<file path="src/rtl/irq_arb_pkg.sv">
// irq_arb_pkg: shared sizing defaults, arbiter state encoding and priority helper
package irq_arb_pkg;
  localparam int N_DEF = 32;
  localparam int IDW_DEF = 5;
  localparam int N_MAX = 64;
  localparam int IDW_MAX = 6;
  typedef enum logic {IDLE, PRESENT} state_t;
  // Highest set bit wins; an empty vector yields index 0.
  function automatic logic [IDW_MAX-1:0] highest_index(input logic [N_MAX-1:0] v);
    highest_index = '0;
    for (int i = 0; i < N_MAX; i++) if (v[i]) highest_index = IDW_MAX'(i);
  endfunction
endpackage

</file>
<file path="src/rtl/irq_req_sync.sv">
// irq_req_sync: two-flop synchronizer for active-low requests with assertion-edge detect
module irq_req_sync #(
  parameter int N = 32
) (
  input  logic         clk,
  input  logic         rst,
  input  logic [N-1:0] req_n,
  output logic [N-1:0] sync2,
  output logic [N-1:0] fall
);
  logic [N-1:0] sync1, prev_n;
  // Everything resets high so a line held low across reset shows a fresh edge.
  always_ff @(posedge clk or posedge rst)
    if (rst) begin
      sync1  <= '1;
      sync2  <= '1;
      prev_n <= '1;
    end else begin
      sync1  <= req_n;
      sync2  <= sync1;
      prev_n <= sync2;
    end
  assign fall = prev_n & ~sync2;
endmodule

</file>
<file path="src/rtl/irq_pending_arbiter.sv">
// irq_pending_arbiter: latches synchronized requests as pending and presents the
// highest eligible index over a valid/ready handshake, clearing it on acceptance.
module irq_pending_arbiter
  import irq_arb_pkg::*;
#(
  parameter int N = N_DEF,
  parameter int IDW = IDW_DEF,
  parameter int EDGE_MODE = 1
) (
  input  logic           clk,
  input  logic           rst,
  input  logic [N-1:0]   req_n,
  input  logic [N-1:0]   mask,
  input  logic           en,
  input  logic           vec_ready,
  output logic           vec_valid,
  output logic [IDW-1:0] vec_id,
  output logic           pend_any
);
  state_t state, state_nx;
  logic [N-1:0] sync2, fall, pending, pending_nx, elig, clr;
  logic [IDW-1:0] winner;
  logic accept;
  irq_req_sync #(.N(N)) u_sync (.clk(clk), .rst(rst), .req_n(req_n), .sync2(sync2), .fall(fall));
  assign accept = vec_valid & vec_ready;
  assign elig = pending & ~mask & {N{en}};
  assign winner = IDW'(highest_index(N_MAX'(elig)));
  assign vec_valid = state == PRESENT;
  // Set is OR-ed after clear so an edge landing on the accept cycle survives.
  always_comb begin
    clr = accept ? N'(1) << vec_id : '0;
    pending_nx = EDGE_MODE != 0 ? (pending & ~clr) | fall : ~sync2;
    state_nx = state == IDLE ? (|elig ? PRESENT : IDLE) : (accept ? IDLE : PRESENT);
  end
  always_ff @(posedge clk or posedge rst)
    if (rst) begin
      state    <= IDLE;
      pending  <= '0;
      vec_id   <= '0;
      pend_any <= 1'b0;
    end else begin
      state    <= state_nx;
      pending  <= pending_nx;
      pend_any <= |(pending & ~mask);
      if (state == IDLE && |elig) vec_id <= winner;
    end
endmodule
</file>
<file path="config.mk">
export PLATFORM = sky130hd
export DESIGN_NAME = irq_pending_arbiter
export DESIGN_NICKNAME = d
export VERILOG_FILES = /design/src/rtl/irq_arb_pkg.sv /design/src/rtl/irq_req_sync.sv /design/src/rtl/irq_pending_arbiter.sv
export SDC_FILE = /design/constraint.sdc
export NUM_CORES = 1
export LEC_CHECK = 0
export CAP_MARGIN = 20
export CELL_PAD_IN_SITES_DETAIL_PLACEMENT = 1
export CELL_PAD_IN_SITES_GLOBAL_PLACEMENT = 1
export CORE_MARGIN = 5
export CORE_UTILIZATION = 40
export CTS_CLUSTER_SIZE = 40
export DETAILED_ROUTE_END_ITERATION = 6
export PLACE_DENSITY_LB_ADDON = 0.1
export SYNTH_ARGS = -nofsm -noshare
export SYNTH_HDL_FRONTEND = slang
export SYNTH_HIERARCHICAL = 1
export SYNTH_SLANG_ARGS = --single-unit
</file>
<file path="constraint.sdc">
create_clock -name clk -period 2.2 [get_ports clk]
set_clock_uncertainty 0.05 [all_clocks]
set_input_delay 0.22 -clock clk [delete_from_list [all_inputs] [get_ports clk]]
set_output_delay 0.22 -clock clk [all_outputs]
set_load 0.03 [all_outputs]
</file>
==> summary.txt, run 1 <==
Status
  – Status: finished clean

Worst setup path
  – FF-to-FF path depth: 6
  – Crit path max-delay family: simple AND/OR/NAND/NOR gates
  – CP peak stage delay: 560 ps
  – Slowest-stage cell, CP: or4b_4
  – Crit path required time: 2450 ps
  – CP Capture Type: register
  – Startpoint Class: register
  – Critical path, cell by cell: nor2b_4 -> or4b_4 -> nor4b_4 -> nand4_2 -> nor3b_4 -> mux2_4
  – CP arrival: 2370 ps
  – Worst-path maximum fanout: 3
  – Crit path buf inv count: 0
  – WP depth: 6
  – Crit Path Category: register to register

Detailed routing
  – Detailed Route WL: 11,100 um
  – Top Layer Used: met4
  – Met3 Wirelength: 458 um
  – Routed vias/inst: 4.70
  – Via count: 3,129
  – Routed Antenna Nets: 0
  – Drt pass-1 iters: 4
  – Wire per inst: 16.7 um
  – Drt drc: 0
  – WL met2: 6000 um
  – Drt first-iter violations: 103
  – M1 WL: 4530 um

Die
  – Initial core utilization: 41.0%
  – Core area: 12,700 sq um
  – Die Wd: 124 um
  – Die Y: 124 um
  – Die area: 15,400 sq um
  – Cell row count: 41
  – I/O pin total: 75

Power and ir drop
  – Total power: 6.61 mW
  – Combinational power share: 11.1%
  – Clock power share: 45.9%
  – Pint: 5.09 mW
  – Flop pwr share: 42.9%
  – Lkg Pwr: 2.82 nW
  – NetSw: 1.52 mW
  – Power per cell area: 947 nW/um^2
  – Worst VDD drop: 0.706 mV
  – Net Sw Frac: 23.0%

Placement
  – Placed Cells: 634
  – Hpwl dp: 8270 um
  – # port buffers: 74
  – Pre-CTS setup slack: -210 ps
  – Final weighted congestion in routability-driven placement: 0.786

Worst hold path
  – Hold crit path type: primary input to register
  – WHS Path Cells: 1

Global routing
  – Vias in the first global route: 3,690
  – GRT Total Usage: 16.4%
  – First-pass GRT wire length: 18,500 um
  – Initial antenna violation count: 0
  – Pin count of the biggest net entering global routing: 60
  – GRT Residual Overflow: 0

Synthesis
  – Top post-synthesis cells by area: dfstp_2, dfrtp_1, nor2b_4
  – Synth Register Bits: 135
  – Post-synthesis mux area share: 0.867%
  – Synth Warn #: 6
  – Cell accounting for the most synthesized area: dfstp_2
  – Post-synth cell types: 44
  – Post-synthesis sequential area ratio: 67.3%
  – Synth Net Count: 435
  – Syn avg cell area: 14.2 sq um
  – Largest family of logic cells by synthesized area: simple AND/OR/NAND/NOR gates
  – Synth Area in Adders: 0%
  – Cell count after synthesis: 367
  – Simple-Gate Fraction of Synth Area: 22.4%
  – Mapped cell area: 5200 sq um
  – Post-synth top area share: 48.5%
  – Xor/xnor share of the synthesized area: 0%
  – Complex-gate fraction of the synthesized area: 8.31%

Clock tree
  – Clk buf depth: 2
  – CTS clock-pin slew for the worst setup and hold paths: 60 ps
  – Root Driver: clkbuf_16
  – Clock Sink Count: 135
  – H-Tree Depth: 4
  – Num CTS Buffers: 17
  – Setup Buffers After CTS: 0
  – Clock latency on the worst-skew pair: 410 ps
  – CTS tree: yes

Layout
  – Nets: 549
  – Ant diodes: 0
  – Non-filler instance count after layout: 666
  – Area growth syn-to-layout: 34.4%
  – Ratio of cells with drive above 1 in the final layout: 40.1%
  – Most frequent cells in the layout: dfstp_2, clkdlybuf4s50_1, dfrtp_1
  – Fin util: 55.1%
  – Most common cell after layout, fill and taps aside: dfstp_2

Flow run
  – Max_cap viols: 0

Timing
  – Worst-margin pin slew: 556 ps
  – Maximum clock rate: 472 MHz
  – Final critical-path share of the clock period: 96.3%
  – Hold Fails Final Rpt: 0
  – RSZ-0062 raised after global routing: no
  – Final setup margin: 81.7 ps
  – Tmin final: 2120 ps
  – Finish-stage setup viols: 0
  – Max-slew violations: 0
  – Slew HR: 62.9%
[flip-flops by register name (all words and copies together), names as in the netlist]
register / count
pending: 32
u_sync/sync2: 32
pend_any: 1
u_sync/sync1: 32
vec_valid: 1
vec_id: 5
u_sync/prev_n: 32
[power groups by stage]
| stage | Combinational, mW | Sequential (mW) | Clock [mW] |
|---|---|---|---|
| 3_5_place_dp | 0.745 | 2.88 | 0 |
| 6_report | 0.736 | 2.84 | 3.04 |
| 2_1_floorplan | 0.348 | 2.88 | 0 |
| 4_1_cts | 0.751 | 2.84 | 3.11 |
| 3_3_place_gp | 0.730 | 2.87 | 0 |
| 5_1_grt | 0.803 | 2.86 | 3.23 |
[synth_stat cells (all sizes together)]
cell	instances
dfstp	96
nor2b	44
dfrtp	39
nand2	36
nand2b	34
a21o	25
o21ai	14
inv	11
nor2	11
nand4	7
nand3	5
a21oi	3
mux2i	3
nor3	3
o211ai	3
o31ai	3
a2111oi	2
a211oi	2
a31o	2
a31oi	2
and2b	2
nor3b	2
o2111ai	2
o21bai	2
or2	2
or2b	2
a211o	1
a21boi	1
and2	1
and4b	1
buf	1
clkbuf	1
mux2	1
nor4	1
nor4b	1
or4b	1
[kinds of logic after synthesis]
logic type	count (synthesis)
AO/OA/AOI/OAI	62
AND/OR/NAND/NOR	153
multiplexers	4
flip-flops	135
buffers and inverters	13
[final timing paths]
path	slack, ps	to	startpoint
setup / recovery	80	vec_id[0]$_DFFE_PP0P_	pending[23]$_DFF_PP0_
hold / removal	160	u_sync/sync1[11]$_DFF_PP1_	req_n[11]
setup reg to reg	80	vec_id[0]$_DFFE_PP0P_	pending[23]$_DFF_PP0_
hold reg to reg	300	u_sync/sync2[30]$_DFF_PP1_	u_sync/sync1[30]$_DFF_PP1_
max in group asynchronous	1440	pending[27]$_DFF_PP0_	rst
min in group asynchronous	270	pending[11]$_DFF_PP0_	rst
[per-stage QoR]
| stage | instance area, sq um | setup TNS, ps | hold WS [ps] |
|---|---|---|---|
| after global placement | 6320 | -873 | 296 |
| after global routing | 6980 | 0 | 128 |
| after detailed placement | 6320 | -1110 | 297 |
| final | 6980 | 0 | 158 |
| after floorplan | 5200 | 0 | 174 |
| after CTS | 6980 | 0 | 135 |
[what timing repair did]
item / in CTS / in global routing
gates resized for setup: 0 / 1
hold buffers: 0 / 0
endpoints found under the setup margin: 0 / 1
[per-layer routing]
metal	global-route usage (%)	up-vias
met2	28.5	56
met5	0	-
li1	-	1456
met4	6.57	0
met1	18.5	1607
met3	5.36	10
[area by class of cell]
| type | instances | area [sq um] |
|---|---|---|
| Sequential cell | 135 | 3500 |
| Tap cell | 172 | 215 |
| Timing Repair Buffer | 97 | 930 |
| Inverter | 11 | 42.5 |
| Clock inverter | 9 | 135 |
| Clock buffer | 23 | 520 |
| Fill cell | 1284 | 5690 |
| Multi-Input combinational cell | 219 | 1640 |
(Power assumes the default switching activity.)
==> run 2: changes to the inputs <==
--- a/config.mk
+++ b/config.mk
@@ -12,7 +12,7 @@
 export CORE_UTILIZATION = 40
 export CTS_CLUSTER_SIZE = 40
 export DETAILED_ROUTE_END_ITERATION = 6
-export PLACE_DENSITY_LB_ADDON = 0.1
+export PLACE_DENSITY_LB_ADDON = 0.15
 export SYNTH_ARGS = -nofsm -noshare
 export SYNTH_HDL_FRONTEND = slang
 export SYNTH_HIERARCHICAL = 1
==> summary.txt, run 2 (same netlist as run 1, synthesis figures left out) <==
Worst hold path
  – Hold crit path type: primary input to register
  – Hold Startpoint: req_n[27]
  – Hold endpoint: u_sync/sync1[27]$_DFF_PP1_
  – WHS Path Cells: 1 (unchanged)

Power and ir drop
  – Net Sw Frac: 23.6% (+0.61 points)
  – Combinational power share: 11.3% (+0.2 points)
  – Power per cell area: 934 nW/um^2 (-1.4%)
  – Clock power share: 44.8% (-1.1 points)
  – Pint: 4.94 mW (-3.0%)
  – Flop pwr share: 43.9% (+1.0 points)
  – Worst VDD drop: 0.566 mV (-20%)
  – NetSw: 1.53 mW (+0.38%)
  – Total power: 6.47 mW (-2.2%)
  – Lkg Pwr: 2.79 nW (-0.86%)

Clock tree
  – Clock Sink Count: 135 (unchanged)
  – CTS clock-pin slew for the worst setup and hold paths: 60 ps (about the same)
  – Setup Buffers After CTS: 0 (unchanged)
  – Clk buf depth: 2 (unchanged)
  – Num CTS Buffers: 17 (unchanged)
  – Clock latency on the worst-skew pair: 420 ps (about the same)
  – H-Tree Depth: 4 (unchanged)
  – Root Driver: clkbuf_16
  – CTS tree: yes

Die
  – Core area: 12,700 sq um (unchanged)
  – I/O pin total: 75 (unchanged)
  – Die area: 15,400 sq um (unchanged)
  – Die Y: 124 um (unchanged)
  – Die Wd: 124 um (unchanged)
  – Cell row count: 41 (unchanged)
  – Initial core utilization: 41.0% (unchanged)

Layout
  – Ratio of cells with drive above 1 in the final layout: 40.0% (-0.040 points)
  – Most frequent cells in the layout: dfstp_2, clkdlybuf4s50_1, dfrtp_1
  – Area growth syn-to-layout: 33.3%
  – # fillers: 1,290 (+0.47%)
  – Most common cell after layout, fill and taps aside: dfstp_2
  – Fin area: 6930 sq um (-0.82%)
  – Nets: 547 (-0.36%)
  – Ant diodes: 0 (unchanged)

Timing
  – Hold Fails Final Rpt: 0 (unchanged)
  – Maximum clock rate: 472 MHz (about the same)
  – Finish-stage setup viols: 0 (unchanged)
  – Worst-margin pin slew: 557 ps (+0.927 ps)
  – Max-slew violations: 0 (unchanged)
  – Slew HR: 62.9% (about the same)
  – RSZ-0062 raised after global routing: yes
  – Tmin final: 2120 ps (-1.01 ps)
  – Final critical-path share of the clock period: 96.2% (about the same)

Worst setup path
  – CP peak stage delay: 570 ps (about the same)
  – CP Capture Type: register
  – Crit path max-delay family: simple AND/OR/NAND/NOR gates
  – Crit path buf inv count: 0 (unchanged)
  – FF-to-FF path depth: 6 (unchanged)
  – Startpoint Class: register
  – RR Endpoint: vec_id[0]$_DFFE_PP0P_
  – Worst-path maximum fanout: 3 (unchanged)
  – Register-to-register setup slack: 80 ps (about the same)
  – Critical Path Start: pending[23]$_DFF_PP0_
  – Crit Path Category: register to register
  – RR Startpoint: pending[23]$_DFF_PP0_
  – Slowest-stage cell, CP: or4b_4
  – CP arrival: 2370 ps (about the same)
  – Crit path required time: 2460 ps (about the same)
  – Critical path, cell by cell: nor2b_4 -> or4b_4 -> nor4b_4 -> nand4_2 -> nor3b_4 -> mux2_4

Global routing
  – Pin count of the biggest net entering global routing: 57 (-5.0%)
  – GRT Total Usage: 16.3% (-0.047 points)
  – Vias in the first global route: 3,664 (-0.70%)
  – GRT Residual Overflow: 0 (unchanged)
  – First-pass GRT wire length: 18,400 um (-0.86%)
  – Initial antenna violation count: 0 (unchanged)

Detailed routing
  – Drt first-iter violations: 118 (+15%)
  – Routed vias/inst: 4.74 (+0.85%)
  – Detailed Route WL: 11,100 um (-0.13%)
  – Drt drc: 0 (unchanged)
  – Wire per inst: 16.8 um (+0.17%)
  – Drt pass-1 iters: 4 (unchanged)
  – Routed Antenna Nets: 0 (unchanged)
  – Via count: 3,146 (+0.54%)

Placement
  – Final weighted congestion in routability-driven placement: 0.790 (+0.53%)
  – Placed cell areas: 6310 sq um (-0.24%)
  – Hpwl dp: 8260 um (about the same)
  – # port buffers: 74 (unchanged)

Flow run
  – Max_cap viols: 0 (unchanged)

Status
  – Status: finished clean
==> run 2: what timing repair did <==
item                                    CTS  global route
endpoints found under the setup margin    0             1
hold buffers                              0             0
gates resized for setup                   0             1
==> run 2: how the worst max path moves through the flow <==
stage                            endpoint  cells past startpoint  slack (ps)
CTS                 vec_id[0]$_DFFE_PP0P_                      6          70
global route          vec_valid$_DFF_PP0_                      7        -0.3
detailed placement  vec_id[3]$_DFFE_PP0P_                      8        -200
floorplan           vec_id[0]$_DFFE_PP0P_                      6         130
finish              vec_id[0]$_DFFE_PP0P_                      6          80
global placement    vec_id[0]$_DFFE_PP0P_                      7        -170
==> run 2: routing by layer <==
metal / share of wire [%] / global-route usage (%) / vias up
li1: - / - / 1463
met1: 41 / 18.7 / 1603
met2: 52 / 27.6 / 64
met3: 4.6 / 5.63 / 16
met4: 1.9 / 7.05 / 0
met5: 0 / 0 / -
==> run 2: power by group through the flow <==
stage,registers [mW],clock network (mW),logic [mW]
after CTS,2.84,2.98,0.746
after detailed placement,2.88,0,0.741
after floorplan,2.88,0,0.348
after global placement,2.87,0,0.724
after global routing,2.86,3.11,0.798
final,2.84,2.90,0.731
==> run 2: area by class of cell <==
type / count / area (sq um) / area share (%)
tap: 172 / 215 / 3.11
inverter: 11 / 42.5 / 0.614
multi-input combinational: 219 / 1640 / 23.7
clock inverter: 12 / 146 / 2.11
clock buffer: 20 / 467 / 6.74
sequential: 135 / 3500 / 50.5
timing repair buffer: 95 / 915 / 13.2
==> run 2: worst reg2reg max path: cells and delay by family, from the launching register on <==
family | cells | cell delay, ps
mux | 1 | 300
simple gates | 5 | 1280
flops | 1 | 380
==> run 2: through the flow <==
| stage | utilization [%] | instances | worst slack, ps | hold WS, ps | setup TNS [ps] |
|---|---|---|---|---|---|
| 2_1_floorplan | - | 367 | 130 | 174 | 0 |
| 3_3_place_gp | 49.8 | 632 | -173 | 295 | -827 |
| 5_1_grt | 54.7 | 664 | -0.260 | 126 | -0.260 |
| 6_report | 54.7 | 664 | 82.7 | 152 | 0 |
| 4_1_cts | 54.6 | 664 | 69.3 | 130 | 0 |
| 3_5_place_dp | 49.8 | 632 | -203 | 297 | -1110 |
==> run 3: changes to the inputs <==
--- a/config.mk
+++ b/config.mk
@@ -12,7 +12,8 @@
 export CORE_UTILIZATION = 40
 export CTS_CLUSTER_SIZE = 40
 export DETAILED_ROUTE_END_ITERATION = 6
-export PLACE_DENSITY_LB_ADDON = 0.15
+export GPL_TIMING_DRIVEN = 0
+export PLACE_DENSITY_LB_ADDON = 0.12
 export SYNTH_ARGS = -nofsm -noshare
 export SYNTH_HDL_FRONTEND = slang
 export SYNTH_HIERARCHICAL = 1
==> summary.txt, run 3 (same netlist as run 1, synthesis figures left out) <==
Die
  – Initial core utilization: 41.0% (unchanged)
  – Die area: 15,400 sq um (unchanged)
  – Die Y: 124 um (unchanged)
  – I/O pin total: 75 (unchanged)
  – Cell row count: 41 (unchanged)
  – Core area: 12,700 sq um (unchanged)
  – Die Wd: 124 um (unchanged)

Detailed routing
  – Routed vias/inst: 4.69 (-1.0%)
  – Wire per inst: 16.8 um (+0.17%)
  – Top Layer Used: met4
  – M1 WL: 4430 um (-3.7%)
  – Drt first-iter violations: 85 (-28%)
  – Drt pass-1 iters: 4 (unchanged)
  – Drt drc: 0 (unchanged)
  – Detailed Route WL: 10,800 um (-2.5%)
  – Routed Antenna Nets: 0 (unchanged)
  – Met3 Wirelength: 477 um (-6.8%)
  – WL met2: 5710 um (-1.7%)
  – Via count: 3,030 (-3.7%)

Timing
  – Worst-margin pin slew: 869 ps (+312 ps)
  – Tmin final: 2190 ps (+76.5 ps)
  – Finish-stage setup viols: 0 (unchanged)
  – Maximum clock rate: 456 MHz (-3.5%)
  – RSZ-0062 raised after global routing: yes
  – Final critical-path share of the clock period: 99.7% (+3.5 points)
  – Slew HR: 42.0% (-21 points)
  – Fin Hold WS: 152 ps (-0.0160 ps)
  – Hold Fails Final Rpt: 0 (unchanged)
  – Max-slew violations: 0 (unchanged)

Layout
  – Non-filler instance count after layout: 646 (-2.7%)
  – Reg area: 3500 sq um (unchanged)
  – Nets: 529 (-3.3%)
  – Ant diodes: 0 (unchanged)
  – Multi-input combinational cell area: 1640 sq um (unchanged)
  – Area growth syn-to-layout: 30.9%
  – Ratio of cells with drive above 1 in the final layout: 37.6% (-2.5 points)
  – # fillers: 1,283 (-0.54%)
  – Most common cell after layout, fill and taps aside: dfstp_2
  – Most frequent cells in the layout: dfstp_2, clkdlybuf4s50_1, dfrtp_1

Placement
  – Hpwl dp: 7850 um (-5.0%)
  – Placed Cells: 614 (-2.8%)
  – # port buffers: 74 (unchanged)
  – Final weighted congestion in routability-driven placement: 0.766 (-3.1%)

Worst setup path
  – CP Capture Type: register
  – Worst-path maximum fanout: 6 (+3)
  – Register-to-register setup slack: 6 ps (-80 ps)
  – CP arrival: 2450 ps (+80 ps)
  – Crit Path Category: register to register
  – Crit path required time: 2450 ps (about the same)
  – Startpoint Class: register

Clock tree
  – Root Driver: clkbuf_16
  – Setup Buffers After CTS: 0 (unchanged)
  – Clk buf depth: 2 (unchanged)
  – CTS tree: yes
  – Hold Buf Count CTS: 0 (unchanged)
  – CTS clock-pin slew for the worst setup and hold paths: 60 ps (about the same)
  – Num CTS Buffers: 17 (unchanged)
  – Clock latency on the worst-skew pair: 420 ps (about the same)
  – Clock Sink Count: 135 (unchanged)
  – H-Tree Depth: 4 (unchanged)

Global routing
  – Initial antenna violation count: 0 (unchanged)
  – Pin count of the biggest net entering global routing: 60 (+5.3%)
  – Vias in the first global route: 3,545 (-3.2%)
  – GRT Total Usage: 15.9% (-0.45 points)
  – GRT Residual Overflow: 0 (unchanged)
  – First-pass GRT wire length: 17,700 um (-3.9%)

Flow run
  – Max_cap viols: 0 (unchanged)

Status
  – Status: finished clean

Power and ir drop
  – Lkg Pwr: 2.71 nW (-3.0%)
  – Power per cell area: 944 nW/um^2 (+1.1%)
  – Worst VDD drop: 0.697 mV (+23%)

Worst hold path
  – Hold crit path type: primary input to register
## run 3: critical path: stages, from the launching register on
cell and delay, ps:
dfrtp_1 380, nor2b_4 140, or4b_4 580, nor4b_4 270
nand4_2 130, nor3b_4 220, mux2_4 310
## run 3: area by class of cell
type / instances / area share, %
timing repair buffer: 75 / 11.3
buffer: 2 / 0.221
tap: 172 / 3.16
sequential: 135 / 51.4
clock inverter: 9 / 1.62
clock buffer: 23 / 7.49
multi-input combinational: 219 / 24.1
inverter: 11 / 0.644
## run 3: what timing repair did
item | 4_1_cts | 5_1_grt
resized for setup | 0 | 0
cloned | 0 | 0
setup endpoints to repair | 1 | 1
## run 3: layer usage
metal / up-vias / global-route usage (%)
li1: 1419 / -
met1: 1542 / 17.8
met4: 0 / 7.60
met3: 16 / 4.95
met2: 53 / 27.3
met5: - / 0
## run 3: worst paths after layout
kind                            cells after the start                         to                 startpoint
max in group asynchronous                           2      pending[19]$_DFF_PP0_                        rst
worst min-delay path                                1  u_sync/sync1[5]$_DFF_PP1_                   req_n[5]
worst max-delay path                                6      vec_id[0]$_DFFE_PP0P_      pending[23]$_DFF_PP0_
worst max register to register                      6      vec_id[0]$_DFFE_PP0P_      pending[23]$_DFF_PP0_
min in group asynchronous                           2      pending[11]$_DFF_PP0_                        rst
worst min register to register                      0  u_sync/sync2[7]$_DFF_PP1_  u_sync/sync1[7]$_DFF_PP1_
## run 3: metrics by stage
step | worst slack, ps | instance area (sq um) | util (%) | total power [mW] | TNS, ps
6_report | 6.23 | 6800 | 53.7 | 6.42 | 0
5_1_grt | -72.1 | 6800 | 53.7 | 6.70 | -72.1
4_1_cts | -12.9 | 6800 | 53.7 | 6.54 | -12.9
3_5_place_dp | -315 | 6180 | 48.8 | 3.58 | -1060
3_3_place_gp | -879 | 6150 | 48.6 | 3.54 | -84300
2_1_floorplan | 130 | 5200 | - | 3.23 | 0
## run 3: where the power goes
group	internal [mW]	switching, mW	total, mW	leakage [nW]
registers	2.71	0.112	2.82	1.38
clock network	1.86	1.04	2.90	0.302
logic	0.332	0.368	0.700	1.03
total	4.90	1.52	6.42	2.71
